$ cat src/rtl/packet_display_scanner.sv
// Six-digit common-anode hex scanner: accepts one 24-bit packet, strobes its
// nibbles across the display for HOLD_FRAMES full frames, then takes the next.
module packet_display_scanner #(
  parameter int DIGIT_CYCLES  = 4,
  parameter int HOLD_FRAMES   = 2,
  parameter int BLANK_LEADING = 1
) (
  input  logic        clock,
  input  logic        clear_n,
  input  logic        pkt_valid,
  input  logic [23:0] pkt_data,
  output logic        pkt_ready,
  output logic [6:0]  seg_n,
  output logic [5:0]  digit_en_n,
  output logic        frame_done
);

  localparam int DW = (DIGIT_CYCLES > 1) ? $clog2(DIGIT_CYCLES) : 1;
  localparam int FW = (HOLD_FRAMES > 1) ? $clog2(HOLD_FRAMES) : 1;

  localparam logic [0:0] S_IDLE = 1'b0;
  localparam logic [0:0] S_SCAN = 1'b1;

  localparam logic [DW-1:0] DWELL_LAST = DW'(DIGIT_CYCLES - 1);
  localparam logic [FW-1:0] FRAME_LAST = FW'(HOLD_FRAMES - 1);

  logic [0:0]    state_q, state_d;
  logic [23:0]   data_q, data_d;
  logic [2:0]    digit_q, digit_d;
  logic [DW-1:0] dwell_q, dwell_d;
  logic [FW-1:0] frame_q, frame_d;

  logic scan, dwell_term, digit_last, frame_last, last_cycle;

  assign scan       = (state_q == S_SCAN);
  assign dwell_term = (dwell_q == DWELL_LAST);
  assign digit_last = (digit_q == 3'd5);
  assign frame_last = (frame_q == FRAME_LAST);
  assign last_cycle = scan & dwell_term & digit_last & frame_last;

  always_comb begin
    state_d = state_q;
    data_d  = data_q;
    digit_d = digit_q;
    dwell_d = dwell_q;
    frame_d = frame_q;
    case (state_q)
      S_IDLE: begin
        if (pkt_valid) begin
          state_d = S_SCAN;
          data_d  = pkt_data;
          digit_d = 3'd0;
          dwell_d = '0;
          frame_d = '0;
        end
      end
      S_SCAN: begin
        if (dwell_term) begin
          dwell_d = '0;
          if (digit_last) begin
            digit_d = 3'd0;
            if (frame_last) begin
              state_d = S_IDLE;
              frame_d = '0;
            end else begin
              frame_d = frame_q + FW'(1);
            end
          end else begin
            digit_d = digit_q + 3'd1;
          end
        end else begin
          dwell_d = dwell_q + DW'(1);
        end
      end
      default: state_d = S_IDLE;
    endcase
  end

  always_ff @(posedge clock) begin
    if (!clear_n) begin
      state_q <= S_IDLE;
      data_q  <= '0;
      digit_q <= '0;
      dwell_q <= '0;
      frame_q <= '0;
    end else begin
      state_q <= state_d;
      data_q  <= data_d;
      digit_q <= digit_d;
      dwell_q <= dwell_d;
      frame_q <= frame_d;
    end
  end

  logic [3:0] nib;
  always_comb begin
    case (digit_q)
      3'd0:    nib = data_q[3:0];
      3'd1:    nib = data_q[7:4];
      3'd2:    nib = data_q[11:8];
      3'd3:    nib = data_q[15:12];
      3'd4:    nib = data_q[19:16];
      3'd5:    nib = data_q[23:20];
      default: nib = 4'h0;
    endcase
  end

  // zero_above[i]: nibbles i..5 are all zero; digit 0 is never blanked
  logic [7:0] zero_above;
  always_comb begin
    zero_above    = 8'h00;
    zero_above[5] = (data_q[23:20] == 4'h0);
    for (int i = 4; i >= 1; i--)
      zero_above[i] = zero_above[i+1] & (data_q[4*i +: 4] == 4'h0);
  end

  logic blank;
  assign blank = (BLANK_LEADING != 0) && zero_above[digit_q];

  function automatic logic [6:0] hex7(input logic [3:0] h);
    case (h)
      4'h0: hex7 = 7'h40;  4'h1: hex7 = 7'h79;  4'h2: hex7 = 7'h24;  4'h3: hex7 = 7'h30;
      4'h4: hex7 = 7'h19;  4'h5: hex7 = 7'h12;  4'h6: hex7 = 7'h02;  4'h7: hex7 = 7'h78;
      4'h8: hex7 = 7'h00;  4'h9: hex7 = 7'h10;  4'hA: hex7 = 7'h08;  4'hB: hex7 = 7'h03;
      4'hC: hex7 = 7'h46;  4'hD: hex7 = 7'h21;  4'hE: hex7 = 7'h06;  default: hex7 = 7'h0E;
    endcase
  endfunction

  assign pkt_ready  = ~scan;
  assign digit_en_n = scan ? ~(6'b1 << digit_q) : 6'h3F;
  assign seg_n      = (!scan || blank) ? 7'h7F : hex7(nib);
  assign frame_done = last_cycle;

endmodule

$ cat config.mk
export PLATFORM = sky130hd
export DESIGN_NAME = packet_display_scanner
export DESIGN_NICKNAME = d
export VERILOG_FILES = /design/src/rtl/packet_display_scanner.sv
export SDC_FILE = /design/constraint.sdc
export NUM_CORES = 1
export LEC_CHECK = 0
export ABC_CLOCK_PERIOD_IN_PS = 2900
export BUFFER_PORTS_ARGS = -buffer_cell sky130_fd_sc_hd__buf_2
export CORE_UTILIZATION = 48
export DETAILED_ROUTE_END_ITERATION = 8
export GPL_TIMING_DRIVEN = 0
export PLACE_DENSITY_LB_ADDON = 0.25
export SYNTH_ARGS = -nofsm -noshare
export SYNTH_HDL_FRONTEND = slang
export SYNTH_SLANG_ARGS = --single-unit
$ cat constraint.sdc
create_clock -name clock -period 2.9 [get_ports clock]
set_input_delay 0.145 -clock clock [delete_from_list [all_inputs] [get_ports clock]]
set_output_delay 0.145 -clock clock [all_outputs]
set_load 0.03 [all_outputs]
==> results of run 1 <==
==> worst reg2reg max path, stage by stage, from the launching register on <==
cell	delay [ns]
dfxtp_1	0.33
nor2b_1	0.10
clkbuf_1	0.33
clkbuf_1	0.37
nand2_1	0.09
a21boi_0	0.21
==> repair_timing <==
| item | in CTS | in global routing |
|---|---|---|
| endpoints found under the hold margin | 0 | 0 |
| buffers inserted | 7 | 0 |
| resized for setup | 19 | 5 |
| setup endpoints to repair | 6 | 3 |
| pin swaps | 4 | 0 |
==> power groups by stage <==
stage | sequential [mW] | combinational, mW | clock (mW)
6_report | 0.463 | 0.178 | 0.324
5_1_grt | 0.465 | 0.198 | 0.342
4_1_cts | 0.463 | 0.176 | 0.329
3_5_place_dp | 0.473 | 0.168 | 0
3_3_place_gp | 0.473 | 0.166 | 0
2_1_floorplan | 0.467 | 0.119 | 0
==> logic make-up (layout without fill, tap and decap cells) <==
kind of cell,count (synthesis),after routing,synth area share (%)
AO/OA/AOI/OAI,57,57,23.0
adder cells (fa/ha/maj),8,8,5.55
buffers and inverters,21,77,5.34
flip-flops,31,31,34.4
multiplexers,8,8,6.25
AND/OR/NAND/NOR,99,99,25.5
==> flip-flops by register name, summed over array words and instances, names as in the netlist <==
register / flops
frame_last: 1
digit_q: 3
dwell_q: 2
scan: 1
data_q: 24
==> placed cells by master, fill, tap and decap left out, types with 6 or more instances in the layout <==
master	instances
nand2_1	58
buf_2	38
dfxtp_1	29
a21boi_0	25
clkbuf_1	11
buf_4	9
nor2_1	9
a21oi_1	9
clkbuf_8	6
==> metal layers <==
| metal | vias up | wire length, um | track usage, % |
|---|---|---|---|
| li1 | 901 | - | - |
| met1 | 824 | 1960 | 28.0 |
| met2 | 68 | 2100 | 42.7 |
| met3 | 15 | 247 | 3.44 |
| met4 | 0 | 116 | 11.6 |
| met5 | - | 0 | 0 |
==> through the flow <==
stage          setup WS, ns  area [um^2]  TNS (ns)  util (%)  cells
2_1_floorplan        0.0586         1830         0         -    224
3_3_place_gp         -0.323         2090    -0.323      60.2    311
3_5_place_dp         -0.342         2090    -0.342      60.2    311
4_1_cts             -0.0931         2300   -0.0931      66.2    326
5_1_grt              -0.185         2300    -0.273      66.4    326
6_report            -0.0961         2300   -0.0961      66.4    326
==> worst paths after layout <==
path,slack [ns],cells after the start,end
setup / recovery,-0.1,10,seg_n[3]
hold / removal,0.10,3,data_q[3]
setup reg to reg,1.38,5,data_q[5]
hold reg to reg,0.46,2,data_q[0]
==> layout make-up <==
cell class	count	area [um^2]	area share (%)
plain buffers	14	88.8	3.86
clock buffers	7	76.3	3.32
clock inverters	1	5.00	0.217
inverters	7	26.3	1.14
multi-input cells	172	1140	49.6
flip-flops and latches	31	626	27.2
well taps	46	57.6	2.50
repair buffers	48	282	12.2
==> impl_metrics.csv, run 1 <==
group,metric,value,unit
hold_path,hold_path_startpoint,"pkt_data[3]",
timing,period_needed,3.00,ns
grt,grt_start_max_net_pins,11,
power,clockPowerShare,33.6,%
critical_path,critical_path.top_delay_family,"simple AND/OR/NAND/NOR gates",
critical_path,cpMaxStageDelayCell,"mux4_2",
cts,cts_tree,"built",
run_status,violations,"negative setup slack",
power,switchingPower,0.274,mW
critical_path,startpoint,"digit_q[0]",
power,powerDensity,419,mW/mm^2
timing,rsz0062_at_grt,"yes",
cells_and_area,area_growth,27.7,%
power,power,0.965,mW
synthesis,synth.most_common_cell,"nand2_1",
power,pwr-share-comb,18.4,%
power,power.leakage,0.923,nW
floorplan,die_w,63.3,um
timing,final-max-slew-violation-count,0,
cts,cts_root_buf,"clkbuf_8",
critical_path,crit_path_start_kind,"register",
cts,clock_latency,0.29,ns
cells_and_area,nets,314,
timing,clock.fmax,334,MHz
grt,grt_pass1_vias,1749,
cts,cts_max_level,2,
cts,clkSinkCount,31,
floorplan,boundaryPins,42,
timing,holdWs,0.102,ns
cts,cts_buffer_depth,2,
power,netSwitchingFraction,28.4,%
synthesis,yosys_warnings,0,
floorplan,die_h,63.3,um
place,dp.final_hpwl,3.17,mm
drt,drt_pass1_iterations,4,
critical_path,rr_startpoint,"scan",
synthesis,synth_flop_cell,"dfxtp_1",
critical_path,cp_cell_sequence,"clkbuf_8 > and2_4 > ha_4 > a32o_2 > a221oi_4 > inv_2 > ha_2 > mux4_2 > or3_4 > buf_6",
synthesis,synth_edf_count,0,
synthesis,synth.cell_area,0.00180,mm^2
synthesis,synth_fp_nets,259,
cts,postCtsHoldBufs,0,
grt,track_usage,24.0,%
critical_path,end_kind,"output pin",
run_status,status,"complete, but fails checks",
place,portBuffers,41,
timing,setup_violations,1,
critical_path,max_stage_delay,0.45,ns
floorplan,die_area,0.00400,mm^2
grt,grt_overflow,0,
synthesis,synth_top_area_cell,"dfxtp_1",
synthesis,synth_common_cells,"nand2_1, dfxtp_1, a21boi_0, clkbuf_1",
drt,drc,0,
floorplan,core_area,0.00347,mm^2
job,cap_violations,0,
timing,finalWorstSetupSlack,-0.0961,ns
cells_and_area,layout-drive-gt1-share,27.9,%
cells_and_area,fillCellCount,325,
drt,routedWlPerCell,13.6,um
synthesis,synth_cell_type_count,44,
synthesis,ys_ff_latch,31,
drt,via_count,1808,
grt,grt_pass1_wl,7.60,mm
floorplan,start_util,52.0,%
grt,antenna_found_initial,0,
drt,vias_per_cell,5.55,
place,gp_congestion,0.859,
synthesis,avgSynthCellArea,8.05,um^2
timing,maxSlewHeadroom,66.5,%
critical_path,setup.worst_path.class,"register to output pin",
timing,period_share,103,%
critical_path,critPathBufInv,3,
critical_path,cp.arrival,2.85,ns
critical_path,critical_path_required,2.76,ns
critical_path,crit_fanout,4,
cts,cts.reportedPaths.clkPinSlew,0.06,ns
timing,final-hold-violation-count,0,
synthesis,synth_area_leaders,"dfxtp_1, nand2_1, a21boi_0, ha_1, a21oi_1",
synthesis,synth_top_area_share,34.4,%
drt,initialDrtViolationCount,80,
cts,cts_buffers,5,
drt,antenna_left,0,
power,seq_power_share,48.0,%
timing,tightest_slew,0.500,ns
synthesis,ys_seq_area_share,34.4,%
cells_and_area,n_antenna_cell,0,
synthesis,synthCells,224,
power,vdd_drop_max,0.355,mV
drt,wl,4.42,mm
floorplan,rows,21,
synthesis,ys_async_sr_fraction,0,%
hold_path,min_path_type,"input port to register",
timing,clock_skew,0.00683,ns
power,p_int,0.691,mW
No activity file was read; power rests on OpenSTA's default activity.
==> run 2, diff against run 1 <==
Settings changed: CORE_UTILIZATION 48 to 50, CTS_BUF_LIST set to sky130_fd_sc_hd__clkbuf_4 sky130_fd_sc_hd__clkbuf_8.
==> run 2 against run 1 <==
Net effect: the flow still finishes with violations (negative setup slack); wire length down 1.2%; clock skew fell by 0.0014 ns; critical path depth unchanged; final area is 0.11% lower; setup slack worse by 0.048 ns; die area down 3.9%; clock power decreased by 20%; core utilization is 1.5 points higher; critical endpoint unchanged.
==> impl_metrics.csv, run 2 (synthesized netlist as in run 1, its figures left out) <==
group,metric,value,unit
run_status,status,"complete, but fails checks",
run_status,violations,"negative setup slack",
timing,finalWorstSetupSlack,-0.144,ns
cells_and_area,seqCellArea,627,um^2
floorplan,rows,21,
cells_and_area,layout-drive-gt1-share,30.0,%
timing,clock.fmax,329,MHz
timing,clock_skew,0.00546,ns
timing,maxSlewHeadroom,66.5,%
cts,cts_tree,"built",
floorplan,start_util,53.2,%
critical_path,critical_path_required,2.76,ns
critical_path,crit_fanout,10,
floorplan,die_h,62.1,um
power,power.leakage,0.927,nW
cts,cts_max_level,2,
timing,final-max-slew-violation-count,0,
drt,wl,4.37,mm
grt,grt_overflow,0,
cells_and_area,largest_reg_flops,24,
timing,setup_violations,2,
cells_and_area,multi_input_comb_area,0.00114,mm^2
cells_and_area,area_growth,27.6,%
drt,via_count,1741,
drt,initialDrtViolationCount,116,
floorplan,core_area,0.00339,mm^2
drt,routedWlPerCell,13.3,um
floorplan,die_w,62.1,um
timing,rsz0062_at_grt,"yes",
cells_and_area,n_antenna_cell,0,
power,vdd_drop_max,0.213,mV
cells_and_area,layout_commonest_cell,"nand2_1",
floorplan,boundaryPins,42,
cts,cts.reportedPaths.clkPinSlew,0.10,ns
cts,clock_latency,0.34,ns
grt,track_usage,24.7,%
critical_path,end_kind,"output pin",
drt,drt_pass1_iterations,5,
place,dp.final_hpwl,3.08,mm
cells_and_area,nets,317,
cells_and_area,fillCellCount,292,
power,power,0.905,mW
critical_path,cp.arrival,2.90,ns
cts,clkSinkCount,31,
cells_and_area,top_register,"data_q",
grt,grt_start_max_net_pins,11,
critical_path,crit_path_start_kind,"register",
drt,drc,0,
grt,grt_pass1_vias,1565,
cts,cts_buffer_depth,2,
place,portBuffers,41,
timing,final-hold-violation-count,0,
hold_path,min_path_type,"input port to register",
cells_and_area,final_cell_mix,"nand2_1, buf_2, dfxtp_1",
grt,grt_pass1_wl,6.88,mm
critical_path,setup.worst_path.class,"register to output pin",
drt,vias_per_cell,5.29,
cells_and_area,reg.largest.list,"data_q: 24 flops, digit_q: 3 flops, dwell_q: 2 flops",
cts,cts_root_buf,"clkbuf_4",
place,gp_congestion,0.894,
drt,antenna_left,0,
job,cap_violations,0,
timing,period_share,105,%
grt,antenna_found_initial,0,
timing,tns,-0.189,ns
power,powerDensity,394,mW/mm^2
place,preCtsSetupSlack,-0.314,ns
timing,period_needed,3.04,ns
floorplan,die_area,0.00385,mm^2
cts,cts_buffers,5,
timing,tightest_slew,0.499,ns
[run 2: metal layers]
layer	wire length, um	vias up	global-route usage [%]
met1	2090	791	32.4
met2	2060	45	40.9
li1	-	901	-
met5	0	-	0
met3	176	4	4.97
met4	40	0	6.98
[run 2: worst max-delay path, cell delays in order, from the launching register on]
cell and delay [ns]:
dfxtp_2 0.34, buf_4 0.16, and2_4 0.15, ha_4 0.17, a32o_2 0.25, a221oi_4 0.23
inv_2 0.11, ha_4 0.23, mux4_2 0.44, or3_4 0.33, buf_6 0.14
[run 2: cell type report]
| cell class | count | share of cell area (%) |
|---|---|---|
| buffer | 14 | 3.86 |
| clock buffer | 6 | 1.96 |
| clock inverter | 2 | 0.544 |
| inverter | 7 | 1.14 |
| multi-input combinational | 172 | 49.8 |
| sequential | 31 | 27.3 |
| tap | 46 | 2.50 |
| timing repair buffer | 51 | 12.9 |
[run 2: per-stage QoR]
stage	cells	utilization [%]	instance area, um^2	hold slack (ns)
finish	329	67.8	2300	0.0424
global route	329	67.8	2300	0.0464
CTS	328	67.1	2280	0.0437
detailed placement	311	61.6	2090	0.404
global placement	311	61.6	2090	0.396
floorplan	224	-	1830	0.290
[run 2: report_power, final]
part | total (mW) | internal, mW | switching [mW] | leakage [nW]
Combinational | 0.183 | 0.0796 | 0.103 | 0.640
Clock | 0.259 | 0.103 | 0.157 | 0.0317
Sequential | 0.463 | 0.446 | 0.0169 | 0.256
[run 2: what timing repair did]
action | 4_1_cts | 5_1_grt
buffers inserted | 9 | 1
gates cloned | 0 | 0
hold buffers | 0 | 0
endpoints found under the setup margin | 6 | 4
pin swaps | 4 | 0
resized for setup | 20 | 9
[run 2: path summary, 6_finish.rpt]
| check | endpoint | start | cells past startpoint | slack (ns) |
|---|---|---|---|---|
| setup / recovery | seg_n[3] | digit_q[1] | 10 | -0.14 |
| setup reg to reg | data_q[20] | scan | 5 | 1.40 |
| hold reg to reg | data_q[2] | data_q[2] | 2 | 0.47 |
| hold / removal | data_q[13] | pkt_data[13] | 3 | 0.04 |
